[src/rtl/restador_serie_pkg.sv]
// Shared types and defaults for the bit-serial ripple subtractor.
package restador_serie_pkg;

  localparam int WIDTH_DEF = 8;

  typedef enum logic [1:0] {
    S_IDLE  = 2'd0,
    S_SHIFT = 2'd1,
    S_DONE  = 2'd2
  } state_t;

endpackage

[src/rtl/restador_serie_if.sv]
// Request/result bundle of the serial subtractor: operands in, difference out.
interface restador_serie_if #(
  parameter int WIDTH = restador_serie_pkg::WIDTH_DEF
);
  logic             start;
  logic [WIDTH-1:0] a;
  logic [WIDTH-1:0] b;
  logic             bi;
  logic             ready;
  logic             busy;
  logic [WIDTH-1:0] d;
  logic             bo;
  logic             valid;

  modport master (output start, a, b, bi, input ready, busy, d, bo, valid);
  modport slave  (input start, a, b, bi, output ready, busy, d, bo, valid);
endinterface

[src/rtl/restador_completo.sv]
// 1-bit full subtractor: d = a ^ b ^ bi, bo = borrow of a - b - bi.
module restador_completo #(
  parameter int PwrC = 0
) (
  input  logic a_i,
  input  logic b_i,
  input  logic bi_i,
  output logic d_o,
  output logic bo_o
);

  // The tag picks the gate topology seen by the power flow; both are logically identical.
  if (PwrC == 0) begin : g_flat
    assign d_o  = a_i ^ b_i ^ bi_i;
    assign bo_o = (~a_i & b_i) | (~a_i & bi_i) | (b_i & bi_i);
  end else begin : g_half
    logic h_d, h_b1, h_b2;
    assign h_d  = a_i ^ b_i;
    assign h_b1 = ~a_i & b_i;
    assign h_b2 = ~h_d & bi_i;
    assign d_o  = h_d ^ bi_i;
    assign bo_o = h_b1 | h_b2;
  end

endmodule

[src/rtl/restador_serie.sv]
// Bit-serial subtractor: d = a - b - bi, LSB first, one bit per clock through
// a single full-subtractor cell. One-cycle valid pulse when d/bo update.
module restador_serie
  import restador_serie_pkg::*;
#(
  parameter int WIDTH = WIDTH_DEF,
  parameter int PwrC  = 0
) (
  input logic             clk,
  input logic             reset,
  restador_serie_if.slave bus
);

  localparam int CW = $clog2(WIDTH);
  localparam logic [CW-1:0] CNT_LAST = CW'(WIDTH - 1);

  state_t           state_q, state_d;
  logic [WIDTH-1:0] a_sh_q, a_sh_d, b_sh_q, b_sh_d;
  logic [WIDTH-1:0] res_sh_q, res_sh_d, d_q, d_d;
  logic [CW-1:0]    cnt_q, cnt_d;
  logic             brw_q, brw_d, bo_q, bo_d, valid_q, valid_d;
  logic             diff, bout;

  restador_completo #(.PwrC(PwrC)) u_cell (
    .a_i (a_sh_q[0]),
    .b_i (b_sh_q[0]),
    .bi_i(brw_q),
    .d_o (diff),
    .bo_o(bout)
  );

  always_comb begin
    state_d  = state_q;
    a_sh_d   = a_sh_q;
    b_sh_d   = b_sh_q;
    res_sh_d = res_sh_q;
    cnt_d    = cnt_q;
    brw_d    = brw_q;
    d_d      = d_q;
    bo_d     = bo_q;
    valid_d  = 1'b0;
    case (state_q)
      S_IDLE: begin
        if (bus.start) begin
          state_d  = S_SHIFT;
          a_sh_d   = bus.a;
          b_sh_d   = bus.b;
          brw_d    = bus.bi;
          cnt_d    = '0;
          res_sh_d = '0;
        end
      end
      S_SHIFT: begin
        brw_d    = bout;
        res_sh_d = {diff, res_sh_q[WIDTH-1:1]};
        a_sh_d   = a_sh_q >> 1;
        b_sh_d   = b_sh_q >> 1;
        cnt_d    = cnt_q + 1'b1;
        // Last bit: publish the result on the same edge so valid lines up with DONE.
        if (cnt_q == CNT_LAST) begin
          state_d = S_DONE;
          d_d     = res_sh_d;
          bo_d    = bout;
          valid_d = 1'b1;
        end
      end
      S_DONE:  state_d = S_IDLE;
      default: state_d = S_IDLE;
    endcase
  end

  always_ff @(posedge clk or posedge reset) begin
    if (reset) begin
      state_q  <= S_IDLE;
      a_sh_q   <= '0;
      b_sh_q   <= '0;
      res_sh_q <= '0;
      cnt_q    <= '0;
      brw_q    <= 1'b0;
      d_q      <= '0;
      bo_q     <= 1'b0;
      valid_q  <= 1'b0;
    end else begin
      state_q  <= state_d;
      a_sh_q   <= a_sh_d;
      b_sh_q   <= b_sh_d;
      res_sh_q <= res_sh_d;
      cnt_q    <= cnt_d;
      brw_q    <= brw_d;
      d_q      <= d_d;
      bo_q     <= bo_d;
      valid_q  <= valid_d;
    end
  end

  assign bus.ready = (state_q == S_IDLE);
  assign bus.busy  = (state_q == S_SHIFT);
  assign bus.d     = d_q;
  assign bus.bo    = bo_q;
  assign bus.valid = valid_q;

endmodule

[src/flat_wrapper.sv]
// flat-port wrapper written by rule: the top's interface ports become plain ports
module restador_serie_flat import restador_serie_pkg::*;
#(
  parameter int WIDTH = WIDTH_DEF,
  parameter int PwrC  = 0
)
  (clk, reset, bus_start, bus_a, bus_b, bus_bi, bus_ready, bus_busy, bus_d, bus_bo, bus_valid);
  restador_serie_if #(.WIDTH(WIDTH)) bus_i ();
  input logic clk;
  input logic reset;
  input wire logic [$bits(bus_i.start)-1:0] bus_start;
  input wire logic [$bits(bus_i.a)-1:0] bus_a;
  input wire logic [$bits(bus_i.b)-1:0] bus_b;
  input wire logic [$bits(bus_i.bi)-1:0] bus_bi;
  output wire logic [$bits(bus_i.ready)-1:0] bus_ready;
  output wire logic [$bits(bus_i.busy)-1:0] bus_busy;
  output wire logic [$bits(bus_i.d)-1:0] bus_d;
  output wire logic [$bits(bus_i.bo)-1:0] bus_bo;
  output wire logic [$bits(bus_i.valid)-1:0] bus_valid;
  assign bus_i.start = bus_start;
  assign bus_i.a = bus_a;
  assign bus_i.b = bus_b;
  assign bus_i.bi = bus_bi;
  assign bus_ready = bus_i.ready;
  assign bus_busy = bus_i.busy;
  assign bus_d = bus_i.d;
  assign bus_bo = bus_i.bo;
  assign bus_valid = bus_i.valid;
  restador_serie #(.WIDTH(WIDTH), .PwrC(PwrC)) u_core (.clk(clk), .reset(reset), .bus(bus_i));
endmodule
[config.mk]
export PLATFORM = sky130hd
export DESIGN_NAME = restador_serie_flat
export DESIGN_NICKNAME = d
export VERILOG_FILES = /design/src/rtl/restador_serie_pkg.sv /design/src/rtl/restador_serie_if.sv /design/src/rtl/restador_completo.sv /design/src/rtl/restador_serie.sv /design/src/flat_wrapper.sv
export SDC_FILE = /design/constraint.sdc
export NUM_CORES = 1
export LEC_CHECK = 0
export BUFFER_PORTS_ARGS = -buffer_cell sky130_fd_sc_hd__buf_2
export CAP_MARGIN = 20
export CORE_ASPECT_RATIO = 1.1
export CORE_UTILIZATION = 50
export CTS_CLUSTER_DIAMETER = 30
export DETAILED_ROUTE_END_ITERATION = 16
export PLACE_DENSITY = 0.83
export SLEW_MARGIN = 20
export SYNTH_ARGS = -nofsm -noshare
export SYNTH_HDL_FRONTEND = slang
export SYNTH_SLANG_ARGS = --single-unit
export TNS_END_PERCENT = 30
[constraint.sdc]
create_clock -name clk -period 2.5 [get_ports clk]
set_input_delay 0.375 -clock clk [delete_from_list [all_inputs] [get_ports clk]]
set_output_delay 0.375 -clock clk [all_outputs]
set_load 0.01 [all_outputs]
==> flow_metrics.py <==
metrics = {
    "outcome": {
        "status": "completed",
    },
    "global_routing": {
        "grt-ovfl-total": 0,
        "grt_max_degree": 40,
        "grt.total_usage_pct": 19.4,
        "grt_pass1_vias": 1201,
        "grt_pass1_wl_um": 5450,
        "antenna_found_initial": 0,
    },
    "sta": {
        "relSlewSlack_pct": 64.5,
        "finClkSkew_ns": 0.0131,
        "hold_ws_ns": 0.107,
        "rsz0062_at_grt": "false",
        "period_share_pct": 78.7,
        "finalMaxSlewViolations": 0,
        "setup_viol_count_final": 0,
        "worst_slew_pin_slew_ns": 0.530,
        "post-route-min-period_ns": 1.97,
        "timing.final.ws_setup_ns": 0.532,
        "fmax_mhz": 508,
        "setup-tns-final_ns": 0,
        "hold_violations": 0,
    },
    "synthesis": {
        "synth_top_area_cell": "dfrtp_1",
        "syn-cell-area_um2": 1760,
        "netlist.area_leader.share_pct": 55.4,
        "synth_xor_area_share_pct": 0,
        "synth_top_family_by_area": "simple AND/OR/NAND/NOR gates",
        "ys_warn_count": 0,
        "avgSynthCellArea_um2": 12.3,
        "syn_inst": 143,
        "synth_compound_area_share_pct": 13.1,
        "ys_types": 20,
        "synth_mux_area_share_pct": 6.39,
        "ys_seq_area_share_pct": 55.4,
        "synthAdderAreaFrac_pct": 2.56,
        "yosys.area_share.simple_pct": 14.4,
        "ys_seq_elements": 39,
        "postSynthNetCount": 166,
        "synthTopCellsByArea": "dfrtp_1 (55%), mux2_2 (6.4%), nor3b_1 (6.4%)",
    },
    "job": {
        "cap_violations": 0,
    },
    "place": {
        "dp_slack_ns": 0.797,
        "placed_cell_area_um2": 1950,
        "port-buffer-count": 31,
        "gp_congestion": 0.778,
        "hpwl_um": 2240,
    },
    "clock_network": {
        "cts_setup_buffers": 0,
        "cts_tree": "built",
        "cts_made_buffers": 5,
        "cts_max_level": 2,
        "cts_sinks": 39,
        "path_clk_slew_ns": 0.12,
        "clkLatencyLatePin_ns": 0.34,
        "cts.repair.resized": 0,
        "clockBufferDepth": 2,
        "hold_buffers": 0,
        "ctsRootBufferMaster": "clkbuf_4",
    },
    "drt": {
        "drtIter0Drc": 34,
        "vias_per_cell": 5.37,
        "antenna_left": 0,
        "num_vias": 1209,
        "dr.pass1.iters": 4,
        "post-route-drc-count": 0,
        "post_drt_wl_per_cell_um": 14.5,
        "wl_um": 3260,
    },
    "floorplan": {
        "core_um2": 3360,
        "die-width_um": 58.6,
        "initial_core_util_pct": 52.5,
        "die_height_um": 64.3,
        "ios": 32,
        "rows": 22,
        "dieArea_um2": 3770,
    },
    "critical_path": {
        "worstRegToRegCells": 4,
        "cp_cell_sequence": "buf_4, nor2_1, buf_2",
        "critPathBufInv": 2,
        "cp_data_required_time_ns": 2.12,
        "slowest_delay_ns": 0.47,
        "reg2reg_slack_ns": 0.78,
        "critical_path_arrival_ns": 1.59,
        "reg2reg_from": "u_core.cnt_q[0]$_DFFE_PP0P_",
        "startpoint_type": "flop",
        "slowest_stage": "dfrtp_1",
        "cp_max_fo": 25,
        "crit_family": "flip-flops",
        "rr_endpoint": "u_core.bus.d[1]$_DFFE_PP0P_",
        "end_kind": "output pin",
        "crit_type": "reg2out",
    },
    "pwr": {
        "ir_drop_uv": 448,
        "power-per-cell-area_nw_per_um2": 1160,
        "p_leak_uw": 0.000965,
    },
    "hold_path": {
        "hold_class": "in2async",
    },
    "layout": {
        "design_area_um2": 2010,
        "area.growth.synth_to_final_pct": 13.9,
        "drive_above_1_share_pct": 31.6,
        "n_fill_cell": 267,
        "nets": 199,
        "antenna_cells": 0,
    },
}
==> cell usage after synthesis (all sizes together) <==
cell type  number
nand3b          1
a221oi          3
clkbuf          2
dfrtp          39
nor3b          15
o21bai          1
a22o            9
nor2b           4
fa              1
ha              2
inv            19
mux2           10
nor4b          12
a21oi           1
a211oi         12
nor2            1
a32o            2
buf             9
==> worst reg2reg max path, stage by stage, from the launching register on <==
cell and delay (ns):
dfrtp_1 0.41, ha_1 0.21, ha_1 0.19, nand3b_1 0.40
mux2_2 0.40
==> layout by cell type (no fill, tap or decap) <==
cell / instances
a32o_1: 2
a22o_1: 9
dfrtp_1: 39
nor2b_1: 4
a221oi_1: 3
o21bai_2: 1
buf_2: 31
nor2_1: 1
ha_1: 2
clkinvlp_4: 2
nand3b_1: 1
buf_4: 6
clkbuf_4: 5
inv_1: 19
mux2_2: 10
fa_1: 1
clkinv_2: 1
nor3b_1: 15
a211oi_1: 12
nor4b_1: 12
a21oi_1: 1
==> metal layers <==
layer / routed length [um] / share of wire, % / up-vias / track usage [%]
met3: 144 / 4.4 / 7 / 5.47
met4: 50 / 1.5 / 0 / 7.44
li1: - / - / 579 / -
met1: 1530 / 47 / 599 / 27.2
met2: 1540 / 47 / 24 / 28.6
met5: 0 / 0 / - / 0
==> stage by stage <==
stage | std cells | utilization [%] | total power [uW]
global placement | 217 | 58.1 | 1970
finish | 225 | 59.8 | 2330
floorplan | 143 | - | 1770
CTS | 225 | 59.8 | 2350
detailed placement | 217 | 58.1 | 2020
global route | 225 | 59.8 | 2510
==> area by class of cell <==
cell class | count | area [um2] | area share [%]
multi-input cells | 74 | 643 | 32.0
flip-flops and latches | 39 | 976 | 48.6
inverters | 19 | 71.3 | 3.55
clock buffers | 5 | 37.5 | 1.87
well taps | 48 | 60.1 | 2.99
clock inverters | 3 | 20.0 | 0.997
repair buffers | 37 | 200 | 9.97
==> power by group <==
part / switching [uW] / internal, uW
logic: 456 / 466
clock network: 210 / 107
registers: 182 / 911
total: 848 / 1480
==> kinds of logic (layout without fill, tap and decap cells) <==
logic type	count (synthesis)	after routing
DFF	39	39
AOI/OAI and AO/OA	28	28
and+or+nand+nor	33	33
adders and majority gates	3	3
buffers and inverters	30	64
muxes	10	10
==> how the worst max path moves through the flow <==
stage | startpoint | to | cells past startpoint
floorplan | u_core.cnt_q[0]$_DFFE_PP0P_ | u_core.bus.bo$_DFFE_PP0P_ | 5
global placement | u_core.cnt_q[0]$_DFFE_PP0P_ | u_core.bus.d[5]$_DFFE_PP0P_ | 4
detailed placement | u_core.cnt_q[0]$_DFFE_PP0P_ | u_core.bus.d[1]$_DFFE_PP0P_ | 4
CTS | u_core.state_q[0]$_DFFE_PP0P_ | bus_ready | 3
global route | u_core.state_q[0]$_DFFE_PP0P_ | bus_ready | 3
finish | u_core.state_q[0]$_DFFE_PP0P_ | bus_ready | 3
==> sequential cells by signal, summed over array words and instances (netlist names) <==
| register | count |
|---|---|
| u_core.a_sh_q | 8 |
| u_core.b_sh_q | 8 |
| u_core.brw_q | 1 |
| u_core.bus.bo | 1 |
| u_core.bus.d | 8 |
| u_core.bus.valid | 1 |
| u_core.cnt_q | 3 |
| u_core.res_sh_q | 7 |
| u_core.state_q | 2 |
(Power assumes the default switching activity.)
